$ cat src/rtl/memory_port_arbiter_if.sv
// Bundle of requester, backing-memory and peripheral signals for the arbiter.
// The slave modport is the arbiter itself.
// The master modport is the surrounding system.
// That system is the requesters plus the two memory-side ports.
interface memory_port_arbiter_if #(
   parameter int CHANNELS   = 2,
   parameter int ADDR_WIDTH = 32,
   parameter int DATA_WIDTH = 32
);
   logic [CHANNELS-1:0]            req_valid;
   logic [CHANNELS-1:0]            req_write;
   logic [CHANNELS*ADDR_WIDTH-1:0] req_addr;
   logic [CHANNELS*DATA_WIDTH-1:0] req_wdata;
   logic [CHANNELS-1:0]            resp_ready;
   logic [CHANNELS*DATA_WIDTH-1:0] resp_rdata;

   logic                  mem_read_enable;
   logic                  mem_write_enable;
   logic [ADDR_WIDTH-1:0] mem_address;
   logic [DATA_WIDTH-1:0] mem_data_out;
   logic [DATA_WIDTH-1:0] mem_data_in;
   logic                  mem_ready;

   logic                  periph_read_enable;
   logic                  periph_write_enable;
   logic [ADDR_WIDTH-1:0] periph_address;
   logic [DATA_WIDTH-1:0] periph_data_out;
   logic [DATA_WIDTH-1:0] periph_data_in;

   modport slave (
      input  req_valid, req_write, req_addr, req_wdata,
      output resp_ready, resp_rdata,
      output mem_read_enable, mem_write_enable, mem_address, mem_data_out,
      input  mem_data_in, mem_ready,
      output periph_read_enable, periph_write_enable, periph_address, periph_data_out,
      input  periph_data_in
   );

   modport master (
      output req_valid, req_write, req_addr, req_wdata,
      input  resp_ready, resp_rdata,
      input  mem_read_enable, mem_write_enable, mem_address, mem_data_out,
      output mem_data_in, mem_ready,
      input  periph_read_enable, periph_write_enable, periph_address, periph_data_out,
      output periph_data_in
   );
endinterface

$ cat src/rtl/memory_port_arbiter.sv
// Round-robin arbiter that funnels CHANNELS requesters onto one
// variable-latency backing-memory port and one single-cycle peripheral port.
// The port is chosen by matching an address prefix.
module memory_port_arbiter #(
   parameter int          CHANNELS           = 2,
   parameter int          ADDR_WIDTH         = 32,
   parameter int          DATA_WIDTH         = 32,
   parameter int          PERIPH_PREFIX_BITS = 1,
   parameter int unsigned PERIPH_PREFIX      = 1
) (
   input logic                 clk,
   input logic                 reset,
   memory_port_arbiter_if.slave bus
);
   localparam int PTR_W = (CHANNELS > 1) ? $clog2(CHANNELS) : 1;
   localparam logic [PERIPH_PREFIX_BITS-1:0] PREFIX_VAL = PERIPH_PREFIX_BITS'(PERIPH_PREFIX);

   typedef enum logic [1:0] {IDLE, MEM_WAIT, PERIPH, RESPOND} stateT;

   stateT                          state, stateNext;
   logic [PTR_W-1:0]               rrPtr;
   logic [PTR_W-1:0]               grantIdx;
   logic [ADDR_WIDTH-1:0]          latAddr;
   logic                           latWrite;
   logic [DATA_WIDTH-1:0]          latWdata;
   logic [CHANNELS*DATA_WIDTH-1:0] respRdata;

   logic                  anyReq;
   logic                  found;
   logic [PTR_W-1:0]      candIdx;
   logic [PTR_W-1:0]      pickIdx;
   logic [ADDR_WIDTH-1:0] pickAddr;
   logic                  pickPeriph;

   // Round-robin pick: first requesting channel at or above rrPtr, wrapping
   // around, plus the port decode of the winner's address.
   always_comb begin
      anyReq  = |bus.req_valid;
      found   = 1'b0;
      candIdx = '0;
      pickIdx = '0;
      for (int i = 0; i < CHANNELS; i++) begin
         candIdx = PTR_W'((int'(rrPtr) + i) % CHANNELS);
         if (!found && bus.req_valid[candIdx]) begin
            pickIdx = candIdx;
            found   = 1'b1;
         end
      end
      pickAddr   = bus.req_addr[int'(pickIdx)*ADDR_WIDTH +: ADDR_WIDTH];
      pickPeriph = (pickAddr[ADDR_WIDTH-1 -: PERIPH_PREFIX_BITS] == PREFIX_VAL);
   end

   // State register; reset abandons any transaction in flight.
   always_ff @(posedge clk) begin
      if (reset) state <= IDLE;
      else       state <= stateNext;
   end

   // Next-state logic and all port strobes. Every output is 0 outside the
   // state that owns it.
   always_comb begin
      stateNext               = state;
      bus.mem_read_enable     = 1'b0;
      bus.mem_write_enable    = 1'b0;
      bus.mem_address         = '0;
      bus.mem_data_out        = '0;
      bus.periph_read_enable  = 1'b0;
      bus.periph_write_enable = 1'b0;
      bus.periph_address      = '0;
      bus.periph_data_out     = '0;
      bus.resp_ready          = '0;
      case (state)
         IDLE: begin
            if (anyReq) stateNext = pickPeriph ? PERIPH : MEM_WAIT;
         end
         MEM_WAIT: begin
            bus.mem_read_enable  = !latWrite;
            bus.mem_write_enable = latWrite;
            bus.mem_address      = latAddr;
            bus.mem_data_out     = latWdata;
            if (bus.mem_ready) stateNext = RESPOND;
         end
         PERIPH: begin
            bus.periph_read_enable  = !latWrite;
            bus.periph_write_enable = latWrite;
            bus.periph_address      = latAddr;
            bus.periph_data_out     = latWdata;
            stateNext               = RESPOND;
         end
         RESPOND: begin
            bus.resp_ready = CHANNELS'(1) << grantIdx;
            stateNext      = IDLE;
         end
         default: stateNext = IDLE;
      endcase
   end

   // Grant bookkeeping, request latching and per-channel read-data capture.
   always_ff @(posedge clk) begin
      if (reset) begin
         rrPtr     <= '0;
         grantIdx  <= '0;
         latAddr   <= '0;
         latWrite  <= 1'b0;
         latWdata  <= '0;
         respRdata <= '0;
      end else begin
         if (state == IDLE && anyReq) begin
            grantIdx <= pickIdx;
            latAddr  <= pickAddr;
            latWrite <= bus.req_write[pickIdx];
            latWdata <= bus.req_wdata[int'(pickIdx)*DATA_WIDTH +: DATA_WIDTH];
            rrPtr    <= PTR_W'((int'(pickIdx) + 1) % CHANNELS);
         end
         if (state == MEM_WAIT && bus.mem_ready && !latWrite)
            respRdata[int'(grantIdx)*DATA_WIDTH +: DATA_WIDTH] <= bus.mem_data_in;
         if (state == PERIPH && !latWrite)
            respRdata[int'(grantIdx)*DATA_WIDTH +: DATA_WIDTH] <= bus.periph_data_in;
      end
   end

   assign bus.resp_rdata = respRdata;

endmodule

$ cat src/flat_wrapper.sv
// flat-port wrapper written by rule: the top's interface ports become plain ports
module memory_port_arbiter_flat 
#(
   parameter int          CHANNELS           = 2,
   parameter int          ADDR_WIDTH         = 32,
   parameter int          DATA_WIDTH         = 32,
   parameter int          PERIPH_PREFIX_BITS = 1,
   parameter int unsigned PERIPH_PREFIX      = 1
)
  (clk, reset, bus_req_valid, bus_req_write, bus_req_addr, bus_req_wdata, bus_resp_ready, bus_resp_rdata, bus_mem_read_enable, bus_mem_write_enable, bus_mem_address, bus_mem_data_out, bus_mem_data_in, bus_mem_ready, bus_periph_read_enable, bus_periph_write_enable, bus_periph_address, bus_periph_data_out, bus_periph_data_in);
  memory_port_arbiter_if #(.CHANNELS(CHANNELS), .ADDR_WIDTH(ADDR_WIDTH), .DATA_WIDTH(DATA_WIDTH)) bus_i ();
  input logic clk;
  input logic reset;
  input wire logic [$bits(bus_i.req_valid)-1:0] bus_req_valid;
  input wire logic [$bits(bus_i.req_write)-1:0] bus_req_write;
  input wire logic [$bits(bus_i.req_addr)-1:0] bus_req_addr;
  input wire logic [$bits(bus_i.req_wdata)-1:0] bus_req_wdata;
  output wire logic [$bits(bus_i.resp_ready)-1:0] bus_resp_ready;
  output wire logic [$bits(bus_i.resp_rdata)-1:0] bus_resp_rdata;
  output wire logic [$bits(bus_i.mem_read_enable)-1:0] bus_mem_read_enable;
  output wire logic [$bits(bus_i.mem_write_enable)-1:0] bus_mem_write_enable;
  output wire logic [$bits(bus_i.mem_address)-1:0] bus_mem_address;
  output wire logic [$bits(bus_i.mem_data_out)-1:0] bus_mem_data_out;
  input wire logic [$bits(bus_i.mem_data_in)-1:0] bus_mem_data_in;
  input wire logic [$bits(bus_i.mem_ready)-1:0] bus_mem_ready;
  output wire logic [$bits(bus_i.periph_read_enable)-1:0] bus_periph_read_enable;
  output wire logic [$bits(bus_i.periph_write_enable)-1:0] bus_periph_write_enable;
  output wire logic [$bits(bus_i.periph_address)-1:0] bus_periph_address;
  output wire logic [$bits(bus_i.periph_data_out)-1:0] bus_periph_data_out;
  input wire logic [$bits(bus_i.periph_data_in)-1:0] bus_periph_data_in;
  assign bus_i.req_valid = bus_req_valid;
  assign bus_i.req_write = bus_req_write;
  assign bus_i.req_addr = bus_req_addr;
  assign bus_i.req_wdata = bus_req_wdata;
  assign bus_resp_ready = bus_i.resp_ready;
  assign bus_resp_rdata = bus_i.resp_rdata;
  assign bus_mem_read_enable = bus_i.mem_read_enable;
  assign bus_mem_write_enable = bus_i.mem_write_enable;
  assign bus_mem_address = bus_i.mem_address;
  assign bus_mem_data_out = bus_i.mem_data_out;
  assign bus_i.mem_data_in = bus_mem_data_in;
  assign bus_i.mem_ready = bus_mem_ready;
  assign bus_periph_read_enable = bus_i.periph_read_enable;
  assign bus_periph_write_enable = bus_i.periph_write_enable;
  assign bus_periph_address = bus_i.periph_address;
  assign bus_periph_data_out = bus_i.periph_data_out;
  assign bus_i.periph_data_in = bus_periph_data_in;
  memory_port_arbiter #(.CHANNELS(CHANNELS), .ADDR_WIDTH(ADDR_WIDTH), .DATA_WIDTH(DATA_WIDTH), .PERIPH_PREFIX_BITS(PERIPH_PREFIX_BITS), .PERIPH_PREFIX(PERIPH_PREFIX)) u_core (.clk(clk), .reset(reset), .bus(bus_i));
endmodule
$ cat config.mk
export PLATFORM = sky130hd
export DESIGN_NAME = memory_port_arbiter_flat
export DESIGN_NICKNAME = d
export VERILOG_FILES = /design/src/rtl/memory_port_arbiter_if.sv /design/src/rtl/memory_port_arbiter.sv /design/src/flat_wrapper.sv
export SDC_FILE = /design/constraint.sdc
export NUM_CORES = 1
export LEC_CHECK = 0
export ABC_AREA = 1
export BUFFER_PORTS_ARGS = -buffer_cell sky130_fd_sc_hd__buf_2
export CORE_AREA = 2 2 154 156
export CTS_CLUSTER_DIAMETER = 150
export CTS_CLUSTER_SIZE = 24
export DETAILED_ROUTE_END_ITERATION = 10
export DIE_AREA = 0 0 156 158
export SETUP_SLACK_MARGIN = 0.2
export SLEW_MARGIN = 25
export SYNTH_ARGS = -nofsm -noshare
export SYNTH_HDL_FRONTEND = slang
export SYNTH_SLANG_ARGS = --single-unit
export TNS_END_PERCENT = 20
$ cat constraint.sdc
create_clock -name clk -period 4.68 [get_ports clk]
set_clock_uncertainty 0.05 [all_clocks]
set_input_delay 0.702 -clock clk [delete_from_list [all_inputs] [get_ports clk]]
set_output_delay 0.702 -clock clk [all_outputs]
set_load 0.005 [all_outputs]
==> impl_metrics.tcl, run 1 <==
set metrics [dict create \
    firstDrtPassIters 7 \
    cts_sinks 133 \
    synth_warnings 0 \
    drive_above_1_share 0.284 \
    dr.first_iter.drc_count 367 \
    synthesis.area_um2 7300 \
    nNetsFinal 1849 \
    grt_remaining_overflow 0 \
    critPathSlowestCell "inv_1" \
    die_h_um 158 \
    path_class "reg2out" \
    numCtsBuffers 17 \
    rsz0062_at_grt "no" \
    synth_edf_count 0 \
    rows 56 \
    setup_slack_ns 1.44 \
    yosys.cell_count.top_type "nand2_1" \
    grt_pass1_vias 7426 \
    worstHoldPathType "reg2reg" \
    clockBufferDepth 2 \
    synth-main-ff-cell "dfxtp_1" \
    drc 0 \
    slew_headroom 0.373 \
    netlist_top_cells_count "489 x nand2_1, 267 x inv_1, 193 x nor2_1, 133 x dfxtp_1, 54 x a21oi_1" \
    worst_pin_slew_ns 0.937 \
    critPathCaptureType "output pin" \
    drv_slew 0 \
    crit_fanout 25 \
    synth.distinct_cells 18 \
    grt_start_max_net_pins 66 \
    clkLatencyLatePin_ns 0.42 \
    core_um2 23100 \
    grt_pass1_wl_um 38500 \
    clk_pin_slew_ns 0.06 \
    vias 8351 \
    vias_per_cell 4.28 \
    synthTopCellsByArea "dfxtp_1 36%, nand2_1 25%, inv_1 14%" \
    cts_htree_levels 4 \
    dp_hpwl_um 19100 \
    post_drt_wl_per_cell_um 13.1 \
    power.density_nw_per_um2 494 \
    dp_slack_ns 1.72 \
    start_util 0.317 \
    avgSynthCellArea_um2 5.67 \
    cts_tree "yes" \
    synth-async-reset-ratio 0 \
    worstPathArrival_ns 2.49 \
    n_antenna_cell 0 \
    gp_congestion 0.842 \
    fp.dieW_um 156 \
    cts_hold_buf 0 \
    areaGrowthSynthToFinish_pct 36.9 \
    reg2reg_from "u_core.state[0]" \
    required_ns 3.93 \
    critPathMaxStageDelay_ns 0.49 \
    wirelength_um 25600 \
    p_total_mw 4.93 \
    cts_root_buf "clkbuf_16" \
    antenna_found_initial 1 \
    synth_seq_area_share 0.365 \
    yosysTopAreaCell "dfxtp_1" \
    die_area_um2 24600 \
    port_buffers 396 \
    fmax_ghz 0.308 \
    post-cts-setup-buffers 0 \
    gr-usage-all-layers 0.201 \
    antenna_left 0 \
    crit_top_cell "inv_1" \
    hold_violations 0 \
    critPathLaunchType "flip-flop" \
    io_pins 397 \
    setup_tns_ns 0 \
    cp-startpoint "u_core.state[0]" \
    p_leak_nw 6.85 \
    setup_viol 0 \
    max-vdd-ir-drop_mv 0.202 \
    ys_ff_latch 133 \
    period_share 0.693 \
    drv_cap 0 \
    cts_resized 0 \
    synth_cells 1288 \
    yosysTopAreaCellShare 0.365 \
    synth_nets 1491 \
    path_cells "inv_1 > ha_2 > nand2_1 > buf_4 > inv_1 > buf_2" \
    outcome "finished, final reports clean" \
    post-route-min-period_ns 3.24 \
]
layer usage:
layer / GRT usage / vias up / part of all wire
met5: 0 / - / 0.00051
met4: 0.0485 / 2 / 0.012
met3: 0.0550 / 22 / 0.071
met2: 0.363 / 277 / 0.49
met1: 0.235 / 3668 / 0.43
li1: - / 4382 / -
path summary, 6_finish.rpt:
check / depth (start not counted) / slack [ns] / to
max reg2reg: 11 / 1.92 / flip-flop
max: 6 / 1.44 / bus_periph_read_enable
min reg2reg: 2 / 0.42 / flip-flop
min: 2 / 0.42 / flip-flop
worst max-delay path: cells and delay by family (launching register included):
family / cells / cell delay [ns]
buffers and inverters: 4 / 1.18
adders and majority gates: 1 / 0.19
DFF: 1 / 0.34
and+or+nand+nor: 1 / 0.37
stage by stage:
step	instance area, um^2	std cells	utilization	hold slack, ns
finish	10000	1949	0.434	0.424
detailed placement	9410	1917	0.408	0.415
CTS	10000	1949	0.434	0.424
global route	10000	1949	0.434	0.445
global placement	9410	1917	0.408	0.406
floorplan	7300	1288	-	0.394
final cells by class:
type / count / area, um^2
timing repair buffer: 406 / 2060
multi-input combinational: 818 / 3320
tap: 290 / 363
inverter: 270 / 1010
sequential: 133 / 2660
fill: 2520 / 13100
clock inverter: 15 / 158
clock buffer: 17 / 425
power by group:
part           switching (mW)  total (mW)  internal (mW)
Combinational            1.29        1.98          0.689
Sequential              0.199        1.62           1.42
Clock                   0.585        1.34          0.755
Total                    2.07        4.93           2.86
logic make-up after synthesis:
kind of cell / after synthesis / synth area share
AO/OA/AOI/OAI: 87 / 0.0596
AND/OR/NAND/NOR: 727 / 0.386
flip-flops: 133 / 0.365
buffers and inverters: 337 / 0.183
adder cells (fa/ha/maj): 4 / 0.00685
cells in the final DEF, fill, tap and decap left out:
master,n
a21oi_1,54
buf_2,396
buf_4,10
bufinv_16,1
clkbuf_16,17
clkinvlp_4,4
dfxtp_1,133
ha_1,2
ha_2,2
inv_1,266
inv_2,4
inv_6,6
inv_8,4
nand2_1,489
nand2_2,1
nand3_1,18
nand3_2,1
nor2_1,193
nor2_4,1
o21ai_0,33
or2_2,24
Note: power is estimated with default switching activity, not from simulation.
==> inputs of run 2 (changes only) <==
--- a/config.mk
+++ b/config.mk
@@ -5,7 +5,7 @@
 export SDC_FILE = /design/constraint.sdc
 export NUM_CORES = 1
 export LEC_CHECK = 0
-export ABC_AREA = 1
+export ABC_AREA = 0
 export BUFFER_PORTS_ARGS = -buffer_cell sky130_fd_sc_hd__buf_2
 export CORE_AREA = 2 2 154 156
 export CTS_CLUSTER_DIAMETER = 150
==> constraint.sdc (replaced) <==
create_clock -name clk -period 2.89 [get_ports clk]
set_clock_uncertainty 0.05 [all_clocks]
set_input_delay 0.4335 -clock clk [delete_from_list [all_inputs] [get_ports clk]]
set_output_delay 0.4335 -clock clk [all_outputs]
set_load 0.005 [all_outputs]
==> run 2 against run 1 <==
Sequential share of layout area increased by 3.3 points. Area after synthesis down 16%. Largest power group unchanged. Synthesized cell count shrank 49%. Die area stayed put.
==> impl_metrics.tcl, run 2 <==
set metrics [dict create \
    fp.dieW_um 156 \
    clockBufferDepth 2 \
    antenna_found_initial 1 \
    post_drt_wl_per_cell_um 16.3 \
    period_share 0.803 \
    areaGrowthSynthToFinish_pct 44.6 \
    worstPathArrival_ns 1.84 \
    yosysTopAreaCell "dfxtp_1" \
    synth-async-reset-ratio 0 \
    cts_resized 0 \
    synthesis.area_um2 6160 \
    critPathCaptureType "output pin" \
    required_ns 2.41 \
    vias_per_cell 4.74 \
    grt_pass1_vias 5731 \
    setup_viol 0 \
    die_h_um 158 \
    gr-usage-all-layers 0.167 \
    synthTopCellsByArea "dfxtp_1 43%, and2_1 13%, a222oi_1 10%" \
    dp_slack_ns 0.670 \
    cts_root_buf "clkbuf_16" \
    dpl_cell_area_um2 8340 \
    cts_sinks 133 \
    synth_edf_count 0 \
    final_common_cell "buf_2" \
    power.density_nw_per_um2 886 \
    drv_slew 0 \
    combinationalPowerShare 0.383 \
    synth_nets 863 \
    grt_pass1_wl_um 31700 \
    synth.distinct_cells 28 \
    yosysTopAreaCellShare 0.432 \
    fmax_ghz 0.431 \
    synth_cells 660 \
    netlist_top_cells_count "137 x nor2_1, 133 x dfxtp_1, 131 x and2_1, 64 x a222oi_1, 43 x a211oi_1" \
    antenna_left 0 \
    cts_htree_levels 4 \
    postLayoutCellArea_um2 8910 \
    wirelength_um 21700 \
    rsz0062_at_grt "no" \
    core_um2 23100 \
    post-route-min-period_ns 2.32 \
    dr.first_iter.drc_count 575 \
    gp_congestion 0.802 \
    cts_hold_buf 0 \
    p_total_mw 7.89 \
    slew_headroom 0.515 \
    clockPowerShare 0.269 \
    max-vdd-ir-drop_mv 0.389 \
    clk_pin_slew_ns 0.06 \
    path_class "reg2out" \
    synth_warnings 0 \
    worst_pin_slew_ns 0.728 \
    firstDrtPassIters 7 \
    crit_fanout 33 \
    grt_start_max_net_pins 68 \
    layout_common_cells "395 x buf_2, 136 x nor2_1, 133 x dfxtp_1" \
    p_leak_nw 4.31 \
    synth-main-ff-cell "dfxtp_1" \
    drc 0 \
    drive_above_1_share 0.457 \
    p_int_mw 4.89 \
    critPathLaunchType "flip-flop" \
    avgSynthCellArea_um2 9.33 \
    drv_cap 0 \
    post-cts-setup-buffers 0 \
    p_switching_mw 3.01 \
    setup_tns_ns 0 \
    grt_remaining_overflow 0 \
    nNetsFinal 1229 \
    synth_seq_area_share 0.432 \
    io_pins 397 \
    cts_tree "yes" \
    yosys.cell_count.top_type "nor2_1" \
    worstHoldPathType "in2reg" \
    ys_ff_latch 133 \
    hold_violations 0 \
    clkLatencyLatePin_ns 0.41 \
    vias 6293 \
    n_antenna_cell 0 \
    netSwitchingFraction 0.381 \
    setup_slack_ns 0.568 \
    rows 56 \
    seqPwrFrac 0.348 \
    fin_hold_ws_ns 0.203 \
    die_area_um2 24600 \
    dp_hpwl_um 16100 \
    port_buffers 396 \
    outcome "finished, final reports clean" \
    numCtsBuffers 17 \
    start_util 0.267 \
]
==> run 2: changes by cell type after synthesis, moves of 19 or more <==
cell | before | now
mux2i_1 | 0 | 32
and2_1 | 0 | 131
or2_2 | 24 | 0
nor2_1 | 193 | 137
a211oi_2 | 0 | 21
inv_1 | 267 | 3
nand3_1 | 19 | 0
a211oi_1 | 0 | 43
nand2_1 | 489 | 3
a21oi_1 | 54 | 3
o21ai_0 | 33 | 1
a222oi_1 | 0 | 64
==> run 2: metal layers <==
metal	routed length, um	track usage
met4	212	0.0485
met3	1920	0.0561
met1	8790	0.195
met2	10700	0.291
met5	0	0
==> run 2: kinds of logic (layout without fill, tap and decap cells) <==
kind of cell               count (synthesis)  after routing  share of synthesized area
AOI/OAI and AO/OA                        139            139                      0.211
adders and majority gates                  4              4                    0.00813
buffers and inverters                     69            447                     0.0632
DFF                                      133            133                      0.432
muxes                                     32             32                     0.0520
and+or+nand+nor                          283            283                      0.233
==> run 2: final cells by class <==
class,count,area [um^2]
Inverter,3,11.3
Fill cell,2342,14100
Tap cell,290,363
Clock inverter,14,144
Sequential cell,133,2660
Timing Repair Buffer,413,2150
Multi-Input combinational cell,458,3150
Clock buffer,17,425
==> run 2: path summary, 6_finish.rpt <==
| kind | cells after the start | slack [ns] | endpoint | startpoint |
|---|---|---|---|---|
| min | 3 | 0.20 | u_core.latAddr[16] | bus_req_addr[16] |
| min reg2reg | 2 | 0.45 | flip-flop | flip-flop |
| max | 5 | 0.57 | bus_periph_read_enable | u_core.state[0] |
| max reg2reg | 8 | 0.72 | flip-flop | u_core.state[0] |
==> run 2: power by group through the flow <==
| stage | Combinational (mW) | Sequential [mW] | Clock (mW) |
|---|---|---|---|
| 5_1_grt | 3.40 | 2.82 | 2.29 |
| 2_1_floorplan | 2.10 | 2.67 | 0 |
| 3_3_place_gp | 3.02 | 2.77 | 0 |
| 4_1_cts | 3.08 | 2.74 | 2.20 |
| 6_report | 3.02 | 2.74 | 2.13 |
| 3_5_place_dp | 3.08 | 2.77 | 0 |
==> run 2: worst max-delay path: stages, from the launching register on <==
cell and delay (ns):
dfxtp_1 0.34, inv_1 0.09, ha_2 0.18, nor2b_4 0.13, buf_4 0.45, buf_2 0.21
==> run 2: metrics by stage <==
step | cells | utilization
final | 1328 | 0.386
after floorplan | 660 | -
after global routing | 1328 | 0.386
after detailed placement | 1297 | 0.362
after global placement | 1297 | 0.362
after CTS | 1328 | 0.386
